<file path="config.mk">
export PLATFORM = sky130hd
export DESIGN_NAME = pp_mm_sequencer
export DESIGN_NICKNAME = d
export VERILOG_FILES = /design/src/rtl/pp_mm_pkg.sv /design/src/rtl/pp_mm_operand_fifo.sv /design/src/rtl/pp_mm_sequencer.sv
export SDC_FILE = /design/constraint.sdc
export NUM_CORES = 1
export LEC_CHECK = 0
export ABC_AREA = 1
export CORE_AREA = 2 2 149 151
export CTS_BUF_LIST = sky130_fd_sc_hd__clkbuf_8
export DETAILED_ROUTE_END_ITERATION = 6
export DIE_AREA = 0 0 151 153
export PLACE_DENSITY = 0.74
export REMOVE_ABC_BUFFERS = 1
export SLEW_MARGIN = 20
export SYNTH_ARGS = -nofsm -noshare
export SYNTH_HDL_FRONTEND = slang
export SYNTH_SLANG_ARGS = --single-unit
export TNS_END_PERCENT = 20
</file>
<file path="constraint.sdc">
create_clock -name clk_in -period 10.7 [get_ports clk_in]
set_clock_uncertainty 0.15 [all_clocks]
set_input_delay 1.07 -clock clk_in [delete_from_list [all_inputs] [get_ports clk_in]]
set_output_delay 1.07 -clock clk_in [all_outputs]
set_load 0.1 [all_outputs]
</file>
<file path="src/rtl/pp_mm_pkg.sv">
// pp_mm_pkg: shared types and sizes for the public/private multiply sequencer.
// Operand bundle carries chunk indices alongside the packed key words.
package pp_mm_pkg;

    localparam int DEPTH  = 784;
    localparam int NCHUNK = DEPTH / 4;
    localparam int A_W    = 24;
    localparam int S_W    = 4;

    typedef enum logic [1:0] {
        IDLE  = 2'd0,
        RUN   = 2'd1,
        DRAIN = 2'd2,
        DONE  = 2'd3
    } seq_state_t;

    typedef struct packed {
        logic [7:0]     a_idx;
        logic [7:0]     s_idx;
        logic [A_W-1:0] pk;
        logic [S_W-1:0] sk;
    } mm_operand_t;

endpackage

</file>
<file path="src/rtl/pp_mm_operand_fifo.sv">
// pp_mm_operand_fifo: small operand buffer between the key BRAMs and the multiplier.
// Head entry is presented combinationally; push and pop may coincide.
module pp_mm_operand_fifo
    import pp_mm_pkg::*;
#(
    parameter int BUF_DEPTH = 4,
    parameter int CW        = $clog2(BUF_DEPTH + 1)
) (
    input  logic          clk_in,
    input  logic          rst_in,
    input  logic          push,
    input  logic          pop,
    input  mm_operand_t   wr_data,
    output mm_operand_t   rd_data,
    output logic [CW-1:0] count,
    output logic          full,
    output logic          empty
);

    localparam int PW = $clog2(BUF_DEPTH);

    mm_operand_t   mem [BUF_DEPTH];
    logic [PW-1:0] wr_ptr;
    logic [PW-1:0] rd_ptr;
    logic          do_push;
    logic          do_pop;

    assign full    = (count == CW'(BUF_DEPTH));
    assign empty   = (count == '0);
    assign do_push = push && !full;
    assign do_pop  = pop && !empty;
    assign rd_data = mem[rd_ptr];

    // Circular storage with wrap-around pointers and an occupancy count
    always_ff @(posedge clk_in or posedge rst_in) begin
        if (rst_in) begin
            wr_ptr <= '0;
            rd_ptr <= '0;
            count  <= '0;
            for (int i = 0; i < BUF_DEPTH; i++) begin
                mem[i] <= '0;
            end
        end else begin
            if (do_push) begin
                mem[wr_ptr] <= wr_data;
                wr_ptr <= (wr_ptr == PW'(BUF_DEPTH - 1)) ? '0 : wr_ptr + 1'b1;
            end
            if (do_pop) begin
                rd_ptr <= (rd_ptr == PW'(BUF_DEPTH - 1)) ? '0 : rd_ptr + 1'b1;
            end
            unique case ({do_push, do_pop})
                2'b10:   count <= count + 1'b1;
                2'b01:   count <= count - 1'b1;
                default: count <= count;
            endcase
        end
    end

endmodule

</file>
<file path="src/rtl/pp_mm_sequencer.sv">
// pp_mm_sequencer: walks every (A chunk, s chunk) pair through the chunk multiplier.
// Credit-limited BRAM reads feed a small buffer; results are counted to detect completion.
module pp_mm_sequencer
    import pp_mm_pkg::*;
#(
    parameter int DEPTH     = 784,
    parameter int RD_LAT    = 2,
    parameter int BUF_DEPTH = 4
) (
    input  logic           clk_in,
    input  logic           rst_in,
    input  logic           start,
    output logic           busy,
    output logic           done,
    output logic           a_rd_en,
    output logic [7:0]     a_addr,
    input  logic [A_W-1:0] a_rd_data,
    output logic           s_rd_en,
    output logic [7:0]     s_addr,
    input  logic [S_W-1:0] s_rd_data,
    output logic           mm_A_valid,
    output logic           mm_s_valid,
    input  logic           mm_A_ready,
    input  logic           mm_s_ready,
    output logic [9:0]     mm_A_idx,
    output logic [9:0]     mm_s_idx,
    output logic [A_W-1:0] mm_pk_A,
    output logic [S_W-1:0] mm_sk_s,
    input  logic           mm_B_valid
);

    localparam int          NCH   = DEPTH / 4;
    localparam int          CW    = $clog2(BUF_DEPTH + 1);
    localparam logic [7:0]  LAST  = 8'(NCH - 1);
    localparam logic [15:0] TOTAL = 16'(NCH * NCH);

    seq_state_t        state;
    logic [15:0]       result_cnt;
    logic [RD_LAT-1:0] vpipe;
    logic [7:0]        apipe [RD_LAT];
    logic [7:0]        spipe [RD_LAT];
    logic              credit_ok;
    logic              issue;
    logic              fire;
    logic              buf_full;
    logic              buf_empty;
    logic [CW-1:0]     buf_count;
    mm_operand_t       wr_op;
    mm_operand_t       head;

    // Issue a read only while the buffer can absorb every outstanding read
    always_comb begin
        credit_ok = (int'(buf_count) + $countones(vpipe)) < BUF_DEPTH;
        issue     = (state == RUN) && credit_ok && !buf_full;
    end

    assign a_rd_en = issue;
    assign s_rd_en = issue;

    // Bundle returning BRAM data with the chunk indices it was read from
    always_comb begin
        wr_op       = '0;
        wr_op.a_idx = apipe[RD_LAT-1];
        wr_op.s_idx = spipe[RD_LAT-1];
        wr_op.pk    = a_rd_data;
        wr_op.sk    = s_rd_data;
    end

    assign fire       = !buf_empty && mm_A_ready && mm_s_ready;
    assign mm_A_valid = !buf_empty;
    assign mm_s_valid = !buf_empty;
    assign mm_A_idx   = {head.a_idx, 2'b00};
    assign mm_s_idx   = {head.s_idx, 2'b00};
    assign mm_pk_A    = head.pk;
    assign mm_sk_s    = head.sk;

    pp_mm_operand_fifo #(
        .BUF_DEPTH (BUF_DEPTH),
        .CW        (CW)
    ) u_fifo (
        .clk_in  (clk_in),
        .rst_in  (rst_in),
        .push    (vpipe[RD_LAT-1]),
        .pop     (fire),
        .wr_data (wr_op),
        .rd_data (head),
        .count   (buf_count),
        .full    (buf_full),
        .empty   (buf_empty)
    );

    // Tag in-flight reads with a valid bit and their addresses
    always_ff @(posedge clk_in or posedge rst_in) begin
        if (rst_in) begin
            vpipe <= '0;
            for (int i = 0; i < RD_LAT; i++) begin
                apipe[i] <= '0;
                spipe[i] <= '0;
            end
        end else begin
            vpipe[0] <= issue;
            apipe[0] <= a_addr;
            spipe[0] <= s_addr;
            for (int i = 1; i < RD_LAT; i++) begin
                vpipe[i] <= vpipe[i-1];
                apipe[i] <= apipe[i-1];
                spipe[i] <= spipe[i-1];
            end
        end
    end

    // Control FSM: address walk, result counting and completion
    always_ff @(posedge clk_in or posedge rst_in) begin
        if (rst_in) begin
            state      <= IDLE;
            busy       <= 1'b0;
            done       <= 1'b0;
            a_addr     <= '0;
            s_addr     <= '0;
            result_cnt <= '0;
        end else begin
            done <= 1'b0;
            unique case (state)
                IDLE: begin
                    if (start) begin
                        state      <= RUN;
                        busy       <= 1'b1;
                        a_addr     <= '0;
                        s_addr     <= '0;
                        result_cnt <= '0;
                    end
                end
                RUN: begin
                    if (mm_B_valid) begin
                        result_cnt <= result_cnt + 16'd1;
                    end
                    if (issue) begin
                        if (s_addr == LAST) begin
                            s_addr <= '0;
                            if (a_addr == LAST) begin
                                a_addr <= '0;
                                state  <= DRAIN;
                            end else begin
                                a_addr <= a_addr + 8'd1;
                            end
                        end else begin
                            s_addr <= s_addr + 8'd1;
                        end
                    end
                end
                DRAIN: begin
                    if (mm_B_valid) begin
                        result_cnt <= result_cnt + 16'd1;
                    end
                    if (buf_empty && vpipe == '0 && result_cnt == TOTAL) begin
                        state <= DONE;
                        done  <= 1'b1;
                        busy  <= 1'b0;
                    end
                end
                DONE: begin
                    state <= IDLE;
                end
                default: begin
                    state <= IDLE;
                end
            endcase
        end
    end

endmodule

</file>
==> results.md <==
* Status: finished clean
* TNS Setup at 0 ns
* CP Class: reg -> out
* Pre-antenna DRT Iters at 5
* First-pass GRT wire length at between 40000 and 50000 um
* Vias/cell at ~5.5
* Sink Count at 253
* Antenna-violating nets left at 0
* Setup WS post-layout at 5.97 ns
* Syn Area/Cell at approximately 8.1 um2
* Ports at ~100
* # H-tree levels at 2
* Hold Buf Count CTS at 0
* Vias in the first global route at 9832
* Placed cells at between 1500 and 2000
* Final hold violations at 0
* CTS tree: yes
* Num CTS Buffers at 43
* Synth top area share at between 50% and 60%
* Gr ovfl total at 0
* Layout Cells excl Fill at 1806
* DRC errors left at 0
* Final Max Tran Viols at 0
* Min-Delay Path Class: reg -> reg
* Final setup viols at 0
* Max Clk Rate at 211 MHz
* Drt initial violations at 644
* Largest net degree at the start of global routing at 125
* DIE AREA at 23100 um2
* Final WL at 28800 um
* Die H at 153 um
* Critical Path Sink Type: output port
* Via Count at 9930
* Most common cell after layout, fill and taps aside: nand2_1
* Antenna violations before repair at 1
* Worst EP arrival at 3.51 ns
* Die X at 151 um
* Synth Cell Area at 11600 um2
* DR WL/cell at 16.0 um
* Reg clk slew, reported paths at roughly 0.060 ns
* Worst path required time at between 9 and 10 ns
* Synth-to-Final Area Change at 17.0%
* Min Tclk post-route at 4.73 ns
* Seq cells post-synth at 253
* Seq/Total Area, Yosys at 54.6%
* Dpl ws at 6.53 ns
* Clk_lat worst skew at ~0.52 ns
* Commonest non-fill, non-tap cells in the layout: 458 x nand2_1, 274 x o21ai_0, 252 x dfrtp_1
* RSZ-0062 raised after global routing: no
* Final GP Congestion at 0.840
* Core area at approximately 21000 um2
* Root buffer cell: clkbuf_8
* Ant diodes at 0
* Max_cap viols at 0
* Longest Clk Path Bufs at 3
* CP max FO at 50
* FP Rows at 54
* Yosys top cell by area: dfrtp_1
* CP Launch Type: flip-flop
* Cts repair resizes at 0
* Top cells by area, synth: dfrtp_1 55%, nand2_1 15%, o21ai_0 12%
* Share of cells above drive strength 1 at 5.96%
* Post-synthesis cell count at 1426
* Overall Global Routing Usage at between 20% and 30%
* Input/output buffers at roughly 100
* Initial core utilization at 54.0%
* Worst slew pin tran at 1.06 ns
* Syn. warnings at 0
* Setup Fix Bufs, Post-CTS at 0
* Final period util at 44.2%
* Nets at 1546
* HPWL Detailed at 16300 um
* Slew headroom at 29.2%
* Cell variety after synth at 33
* Fill cells at around 1800
==> flip-flops by register name, summed over array words and instances, names as in the netlist <==
name           cells
state              2
a_addr             8
u_fifo.wr_ptr      2
spipe             16
busy               1
apipe             16
u_fifo.count       3
u_fifo.mem       176
result_cnt        16
done               1
u_fifo.rd_ptr      2
vpipe              2
s_addr             8
==> synth_stat cells (all sizes together) <==
| cell type | instances |
|---|---|
| o31ai | 1 |
| and2 | 1 |
| clkinv | 3 |
| fa | 1 |
| or2 | 2 |
| conb | 1 |
| a21boi | 1 |
| buf | 40 |
| xnor2 | 1 |
| inv | 56 |
| o21bai | 2 |
| nor3 | 2 |
| o21ai | 296 |
| nand4 | 7 |
| clkbuf | 49 |
| a31oi | 2 |
| nor3b | 2 |
| dfrtp | 253 |
| nand3 | 25 |
| xor2 | 1 |
| nand3b | 5 |
| nand2 | 458 |
| nor2 | 143 |
| o22ai | 44 |
| ha | 14 |
| a21oi | 16 |
==> per-layer routing <==
metal,share of wire [%],global-route usage [%]
met3,6.3,4.18
met1,44,34.2
met2,48,43.0
met5,0.042,0
met4,1.7,7.08
==> stage by stage <==
| step | area (um2) | hold WS [ns] | utilization (%) |
|---|---|---|---|
| after floorplan | 11200 | 0.181 | - |
| after global placement | 12700 | 0.181 | 58.9 |
| after detailed placement | 12700 | 0.185 | 58.9 |
| after CTS | 13600 | 0.198 | 63.1 |
| after global routing | 13600 | 0.202 | 63.1 |
| final | 13600 | 0.195 | 63.1 |
==> worst paths after layout <==
kind                                        from              end  slack [ns]  cells past startpoint
worst max-delay path            u_fifo.rd_ptr[0]       mm_pk_A[2]        5.97                      5
worst min-delay path                   spipe[14]         spipe[6]        0.20                      0
worst max register to register   u_fifo.count[1]   u_fifo.mem[31]        7.71                      6
worst min register to register         spipe[14]         spipe[6]        0.20                      0
max in group asynchronous                 rst_in  u_fifo.mem[169]        7.98                      3
min in group asynchronous                 rst_in        s_addr[1]        0.96                      2
==> layout make-up <==
cell class,instances,area [um2],share of cell area [%]
Clock buffer,58,798,5.88
Clock inverter,16,90.1,0.664
Inverter,59,229,1.69
Multi-Input combinational cell,1028,4670,34.4
Sequential cell,253,6330,46.7
Tap cell,280,350,2.58
Timing Repair Buffer,112,1100,8.08
==> worst max-delay path: stages (launching register included) <==
cell,delay [ns]
dfrtp_2,0.40
inv_2,0.51
buf_4,0.56
o21ai_0,0.14
o22ai_1,0.19
clkdlybuf4s50_1,1.18
==> logic make-up (layout without fill, tap and decap cells) <==
group / count (synthesis) / in the layout / share of synthesized area [%]
other cells: 1 / 4 / 0.0323
buf+inv: 148 / 245 / 5.38
simple gates: 645 / 645 / 21.8
fa+ha+maj: 15 / 15 / 1.68
compound gates: 362 / 362 / 16.3
flops: 253 / 253 / 54.6
xor+xnor: 2 / 2 / 0.151
Power is not shown: default switching activity piles up to over one toggle a cycle in this logic, so the estimate is an artifact.
